File: config.mk
export PLATFORM = sky130hd
export DESIGN_NAME = div_unit
export DESIGN_NICKNAME = d
export VERILOG_FILES = /design/src/rtl/div_unit_pkg.sv /design/src/rtl/div_step.sv /design/src/rtl/div_unit.sv
export SDC_FILE = /design/constraint.sdc
export NUM_CORES = 1
export LEC_CHECK = 0
export ABC_AREA = 1
export BUFFER_PORTS_ARGS = -buffer_cell sky130_fd_sc_hd__buf_2
export CAP_MARGIN = 20
export CORE_MARGIN = 4
export CORE_UTILIZATION = 55
export CTS_CLUSTER_SIZE = 8
export DETAILED_ROUTE_END_ITERATION = 7
export PLACE_DENSITY_LB_ADDON = 0.3
export SLEW_MARGIN = 10
export SYNTH_ARGS = -nofsm -noshare
export SYNTH_HDL_FRONTEND = slang
export SYNTH_SLANG_ARGS = --single-unit
export TNS_END_PERCENT = 20
File: constraint.sdc
create_clock -name clk -period 6 [get_ports clk]
set_clock_uncertainty 0.2 [all_clocks]
set_input_delay 1.2 -clock clk [delete_from_list [all_inputs] [get_ports clk]]
set_output_delay 1.2 -clock clk [all_outputs]
set_load 0.01 [all_outputs]
File: src/rtl/div_unit_pkg.sv
// Shared CPU package: divider FSM state encoding and default datapath width.
package div_unit_pkg;

  localparam int DIV_WIDTH = 32;

  typedef enum logic [1:0] {
    IDLE = 2'b00,
    BUSY = 2'b01,
    DONE = 2'b10
  } div_state_t;

endpackage

File: src/rtl/div_step.sv
// One combinational restoring-divide iteration: shift {rem,quo}, trial-subtract, select.
module div_step
  import div_unit_pkg::*;
#(
  parameter int WIDTH = DIV_WIDTH
) (
  input  logic [WIDTH-1:0] rem,
  input  logic [WIDTH-1:0] quo,
  input  logic [WIDTH-1:0] dvs,
  output logic [WIDTH-1:0] rem_next,
  output logic [WIDTH-1:0] quo_next
);

  logic [WIDTH:0] shifted;
  logic [WIDTH:0] diff;
  logic           keep;

  assign shifted  = {rem, quo[WIDTH-1]};
  assign diff     = shifted - {1'b0, dvs};
  // A set shifted MSB already exceeds any divisor, so the borrow bit is meaningless then.
  assign keep     = shifted[WIDTH] | ~diff[WIDTH];
  assign rem_next = keep ? diff[WIDTH-1:0] : shifted[WIDTH-1:0];
  assign quo_next = {quo[WIDTH-2:0], keep};

endmodule

File: src/rtl/div_unit.sv
// Multicycle signed/unsigned restoring divider: one quotient bit per cycle, registered results.
module div_unit
  import div_unit_pkg::*;
#(
  parameter int WIDTH = DIV_WIDTH
) (
  input  logic             clk,
  input  logic             rst,
  input  logic             start,
  input  logic             signed_div,
  input  logic             annul,
  input  logic [WIDTH-1:0] dividend,
  input  logic [WIDTH-1:0] divisor,
  output logic             busy,
  output logic             valid,
  output logic [WIDTH-1:0] quotient,
  output logic [WIDTH-1:0] remainder,
  output logic             div_by_zero
);

  localparam int CW = $clog2(WIDTH) + 1;

  div_state_t       state, state_next;
  logic [CW-1:0]    cnt;
  logic [WIDTH-1:0] rem_q, quo_q, dvs_q;
  logic [WIDTH-1:0] rem_step, quo_step;
  logic             q_neg, r_neg, dbz_q;
  logic             accept, last_iter, zero_dvs;

  function automatic logic [WIDTH-1:0] mag(input logic [WIDTH-1:0] v, input logic s);
    return (s && v[WIDTH-1]) ? -v : v;
  endfunction

  assign accept    = (state == IDLE) && start && !annul;
  assign last_iter = (cnt == CW'(WIDTH - 1));
  assign zero_dvs  = (divisor == '0);

  div_step #(.WIDTH(WIDTH)) u_step (
    .rem      (rem_q),
    .quo      (quo_q),
    .dvs      (dvs_q),
    .rem_next (rem_step),
    .quo_next (quo_step)
  );

  always_ff @(posedge clk or posedge rst) begin
    if (rst) state <= IDLE;
    else     state <= state_next;
  end

  always_comb begin
    state_next = state;
    busy       = 1'b0;
    case (state)
      IDLE: begin
        if (accept) begin
          busy       = 1'b1;
          state_next = zero_dvs ? DONE : BUSY;
        end
      end
      BUSY: begin
        busy = 1'b1;
        if (annul)          state_next = IDLE;
        else if (last_iter) state_next = DONE;
      end
      DONE:    state_next = IDLE;
      default: state_next = IDLE;
    endcase
  end

  // Results are written on the DONE->IDLE edge so an annul in DONE can still suppress them.
  always_ff @(posedge clk or posedge rst) begin
    if (rst) begin
      cnt         <= '0;
      rem_q       <= '0;
      quo_q       <= '0;
      dvs_q       <= '0;
      q_neg       <= 1'b0;
      r_neg       <= 1'b0;
      dbz_q       <= 1'b0;
      valid       <= 1'b0;
      quotient    <= '0;
      remainder   <= '0;
      div_by_zero <= 1'b0;
    end else begin
      valid <= 1'b0;
      case (state)
        IDLE: begin
          if (accept) begin
            cnt   <= '0;
            dvs_q <= mag(divisor, signed_div);
            quo_q <= mag(dividend, signed_div);
            rem_q <= zero_dvs ? dividend : '0;
            q_neg <= signed_div & (dividend[WIDTH-1] ^ divisor[WIDTH-1]);
            r_neg <= signed_div & dividend[WIDTH-1];
            dbz_q <= zero_dvs;
          end
        end
        BUSY: begin
          if (annul) begin
            cnt <= '0;
          end else begin
            rem_q <= rem_step;
            quo_q <= quo_step;
            cnt   <= last_iter ? '0 : cnt + 1'b1;
          end
        end
        DONE: begin
          if (!annul) begin
            valid       <= 1'b1;
            div_by_zero <= dbz_q;
            quotient    <= dbz_q ? '1 : (q_neg ? -quo_q : quo_q);
            remainder   <= dbz_q ? rem_q : (r_neg ? -rem_q : rem_q);
          end
        end
        default: ;
      endcase
    end
  end

endmodule

**After elaboration in Yosys (flattened, before gate mapping)**

Index checks and enable logic that the tools add are counted.
W data, S select, Z words.

- Flip-flop bits (word level): 173
- Input port bits: 69
- Output and inout bits: 67
- Word-level logic and storage cells: 70

- Add/subtract/negate cells: 6
- Equal/unequal tests: 6
- Multiplexer cells: 27
- Bitwise gates (word level): 6
- Reduce and logical (&&, ||, !) cells: 13

Operators by type and width:

| cell | count |
|---|---|
| $mux W32 | 12 |
| $neg A32 Y32 | 4 |
| $pmux W32 S2 | 2 |
| $sub A33 B32 Y33 | 1 |
| $logic_not A32 Y1 | 1 |
| $mux W6 | 3 |
| $pmux W6 S2 | 1 |
| $mux W2 | 4 |
| $reduce_and A2 Y1 | 4 |
| $add A6 B1 Y6 const B | 1 |
| $eq A6 B5 Y1 const B | 1 |
| $logic_and A1 B1 Y1 | 4 |
| $ne A2 B2 Y1 const B | 2 |
| $pmux W2 S2 | 1 |
| $mux W1 | 3 |
| $ne A3 B3 Y1 const B | 1 |
| $reduce_and A3 Y1 | 1 |
| $and A1 B1 Y1 | 2 |
| $eq A2 B1 Y1 const B | 1 |
| $eq A2 B2 Y1 const B | 1 |
| $logic_not A2 Y1 | 1 |
| $not A1 Y1 | 2 |
| $pmux W1 S2 | 1 |
| $reduce_bool A2 Y1 | 1 |
| 3 further kinds | 3 |

**Logic depth before layout (Yosys ltp)**

- Word-level depth: 6
- Mapped depth: 19
- Mapped depth without buffers: 18

**Modules after synthesis**

From an unflattened synthesis, not the netlist that was laid out.

- Cell total of the unflattened synthesis: 2372
- Area, all modules: 14526.4 um2

By module, submodules not included:

| module | times used | cells each | area an instance (um2) | seq. area each (um2) |
|---|---|---|---|---|
| div_unit | 1 | 1668 | 11157.0 | 4329.2 |
| div_step | 1 | 704 | 3369.5 | 0.0 |

**Worst setup path after synthesis**

OpenSTA, ideal clock, no wires.

- Path type: in2out
- Start point: in annul
- End point: out busy
- Arrival time: 1769 ps
- Data required time: 4600 ps
- Path slack: 2831 ps
- Cell stages on the path: 5
- Path buffers: 0
- Cell sequence: inv_2 -> nand3_2 -> inv_2 -> nor2_1 -> inv_2

- Word-level cells in the longest chain between the ends: 4

Ends and longest elaborated chain:

| element | line | source |
|---|---|---|
| start, declared | div_unit.sv:11 | `input logic annul,` |
| $logic_not A1 Y1 | -- |  |
| $logic_and A1 B1 Y1 | div_unit.sv:34 | `assign accept = (state == IDLE) && start && !annul;` |
| $mux W1 | div_unit.sv:56 | `if (accept) begin` |
| $pmux W1 S2 | div_unit.sv:54 | `case (state)` |
| end, declared | div_unit.sv:14 | `output logic busy,` |

Every way passes these cells.

**Worst setup path in the final report**

Ends and elaborated chain as after synthesis.

==> reports/qor.json <==
{
  "setup_path": {
    "crit_path_start_kind": "primary input",
    "worst_setup_end_kind": "output port",
    "critical_path.most_common_cell": "sky130_fd_sc_hd__inv_2",
    "crit_slowest_cell": "sky130_fd_sc_hd__inv_2",
    "critical-path-max-stage-delay_ps": 650,
    "worstPathArrival_ps": 3080,
    "critical_setup_path_kind": "in -> out",
    "crit_chain": "buf_2 -> inv_2 -> nand3_2 -> inv_2 -> nor2_1 -> inv_2 -> buf_2",
    "worst-path-buf-inv": 5,
    "crit_fanout": 46,
    "critPathRequiredTime_ps": 4600,
    "path_delay_family": "buffers and inverters"
  },
  "yosys": {
    "post-synth-top-area-fraction": 0.3210,
    "synth-seq-area-share": 0.3210,
    "total_of_warnings_raised_by_yosys": 0,
    "most_area_consuming_cells_after_synthesis": "sky130_fd_sc_hd__dfrtp_1, sky130_fd_sc_hd__nand2_1, sky130_fd_sc_hd__inv_1, sky130_fd_sc_hd__nand3_1, sky130_fd_sc_hd__nor2_1",
    "yosys.cell_count.top_type": "sky130_fd_sc_hd__nand2_1",
    "synthDominantAreaCellType": "sky130_fd_sc_hd__dfrtp_1",
    "syn_inst": 2083,
    "synth-async-reset-ratio": 1.000,
    "postSynthRegisterBits": 173,
    "syn_area_per_cell_sq_um": 6.475,
    "synth.distinct_cells": 53,
    "syn-cell-area_sq_mm": 0.01349,
    "syn-num-nets": 2190,
    "synth_flop_cell": "sky130_fd_sc_hd__dfrtp_1",
    "synth_enable_flop_cells": 0,
    "yosys-top-cells-count": "sky130_fd_sc_hd__nand2_1, sky130_fd_sc_hd__inv_1, sky130_fd_sc_hd__nand3_1, sky130_fd_sc_hd__dfrtp_1, sky130_fd_sc_hd__nor2_1"
  },
  "status": {
    "run_status": "finished clean"
  },
  "routing": {
    "detail-route-antenna-nets": 0,
    "finalWirelength_mm": 40.11,
    "route.detailed.drc": 0,
    "wl_per_cell_microns": 15.93,
    "detailroute.via_count": 13883,
    "firstDrtPassIters": 6,
    "viasPerCell": 5.514,
    "initialDrtViolationCount": 1344
  },
  "power": {
    "power_density_over_cell_area_mw_per_mm2": 509.1,
    "power.clock.fraction": 0.146,
    "pwr-share-seq": 0.275,
    "p_leak_nw": 7.754,
    "p_sw_frac": 0.5118,
    "power.internal_w": 0.003711,
    "p_comb_frac": 0.579,
    "ir_worst_vdd_uv": 286.2,
    "power_switching_w": 0.003891
  },
  "sta": {
    "final_period_utilization": 0.7469,
    "finalCriticalPeriod_ps": 4481,
    "report.final.setup_viol": 0,
    "finalHoldViolations": 0,
    "maxClockFrequency_mhz": 223.2,
    "worst_slew_pin_slew_ps": 1077,
    "max_transition_margin": 0.2818,
    "tns_ps": 0,
    "slew_violations": 0,
    "rsz0062_at_grt": "no"
  },
  "die": {
    "design.die.area_sq_mm": 0.02709,
    "die_h_microns": 164.6,
    "io_pins": 136,
    "initial_core_util": 0.5562,
    "core-area_sq_mm": 0.02425,
    "die-width_microns": 164.6,
    "floorplan.rows": 57
  },
  "cts": {
    "worstSkewPairLatency_ps": 440,
    "postCtsResizedCells": 0,
    "clk_pin_slew_ps": 70,
    "cts.sink_count": 173,
    "tritoncts": "built",
    "cts-htree-levels": 4,
    "holdBufCountCts": 0,
    "postCtsSetupRepairBufs": 0,
    "root_buffer_master": "sky130_fd_sc_hd__clkbuf_16",
    "tritoncts.num_buffers": 17,
    "clockBufferDepth": 2
  },
  "global_routing": {
    "first_global_vias": 12640,
    "maximum_number_of_pins_on_one_net_before_global_route_repair": 87,
    "number_of_antenna_violations_at_the_first_check_in_global_routing": 0,
    "grt-ovfl-total": 0,
    "global_route.usage.total": 0.3002,
    "first_pass_grt_wire_length_mm": 64.97
  },
  "placement": {
    "post-place-cells": 2486,
    "gp_congestion": 0.9734,
    "io_buffers": 135,
    "dp_hpwl_mm": 31.18
  },
  "final_layout": {
    "final_nets": 2288,
    "fin_cells": 2518,
    "area_growth_pct": 10.72,
    "post_route_cells_drive_above_1_share": 0.1139,
    "num_antenna_cells": 0
  },
  "flow_run": {
    "max_cap_violations": 0
  },
  "worst_hold_path": {
    "min_path_type": "reg -> reg"
  }
}
## metal layers
| layer | up-vias | track usage | wire, microns |
|---|---|---|---|
| li1 | 6883 | - | - |
| met1 | 6345 | 0.4280 | 18170 |
| met2 | 582 | 0.4713 | 17580 |
| met3 | 73 | 0.04817 | 3230 |
| met4 | 0 | 0.09225 | 1129 |
| met5 | - | 0 | 0 |
## layout by cell type (no fill, tap or decap), drive strengths merged, types with 6 or more instances in the layout
cell	count
ha	37
dfrtp	173
nor4	7
or2	8
o31ai	6
inv	327
o21a	9
buf	147
o22ai	11
xor2	43
clkinv	6
nand2	669
nor3	40
nand3	218
o21ai	128
a21oi	66
nand3b	6
xnor2	18
nand4	27
o22a	11
o211ai	25
clkbuf	18
nor2	164
## kinds of logic after synthesis
kind of cell / count (synthesis) / synth area share
simple gates: 1139 / 0.3628
buf+inv: 390 / 0.1140
compound gates: 282 / 0.1267
flops: 173 / 0.3210
xor+xnor: 61 / 0.03961
fa+ha+maj: 38 / 0.03581
## stage by stage
stage	total power [W]	utilization	instance area, sq um	worst slack, ps	hold slack, ps
after floorplan	0.005203	-	13490	2389	253.0
after global placement	0.006334	0.5918	14350	1541	257.1
after detailed placement	0.006424	0.5918	14350	1447	263.1
after CTS	0.007546	0.6158	14930	1507	281.6
after global routing	0.008279	0.6158	14930	1230	308.4
final	0.007602	0.6158	14930	1519	277.2
## worst register-to-register path: stages (launching register included)
cell	delay (ps)
sky130_fd_sc_hd__dfrtp_1	440
sky130_fd_sc_hd__nor2_2	180
sky130_fd_sc_hd__nand3_2	590
sky130_fd_sc_hd__inv_2	650
sky130_fd_sc_hd__nor2_2	90
sky130_fd_sc_hd__inv_2	770
sky130_fd_sc_hd__buf_4	480
sky130_fd_sc_hd__o21ai_0	190
sky130_fd_sc_hd__o22ai_1	150
## state kept, by name, summed over array words and instances (netlist names), 2 cells and up
name	flops
remainder	32
quotient	32
quo_q	32
state	2
cnt	6
rem_q	32
dvs_q	32
## worst paths after layout
check	start	to	slack [ps]	cells after the start
min in group asynchronous	rst	cnt[2]	730	2
worst max-delay path	annul	busy	1520	7
worst min-delay path	remainder[31]	remainder[31]	280	2
worst min register to register	remainder[31]	remainder[31]	280	2
worst max register to register	state[0]	quo_q[11]	2170	8
max in group asynchronous	rst	remainder[28]	3720	3
## power groups by stage
stage / clock [W] / sequential, W / combinational, W
after global placement: 0 / 0.00208 / 0.00425
after floorplan: 0 / 0.00204 / 0.00316
after global routing: 0.00117 / 0.00214 / 0.00497
after CTS: 0.00112 / 0.00207 / 0.00436
final: 0.00111 / 0.00209 / 0.00440
after detailed placement: 0 / 0.00209 / 0.00433
## final cells by class
cell class	instances	area (sq um)
fill	2323	9316
multi-input combinational	1520	7626
sequential	173	4329
inverter	322	1212
timing repair buffer	147	778.2
clock buffer	18	439.2
tap	324	405.4
clock inverter	14	141.4
No activity file was read; power rests on OpenSTA's default activity.
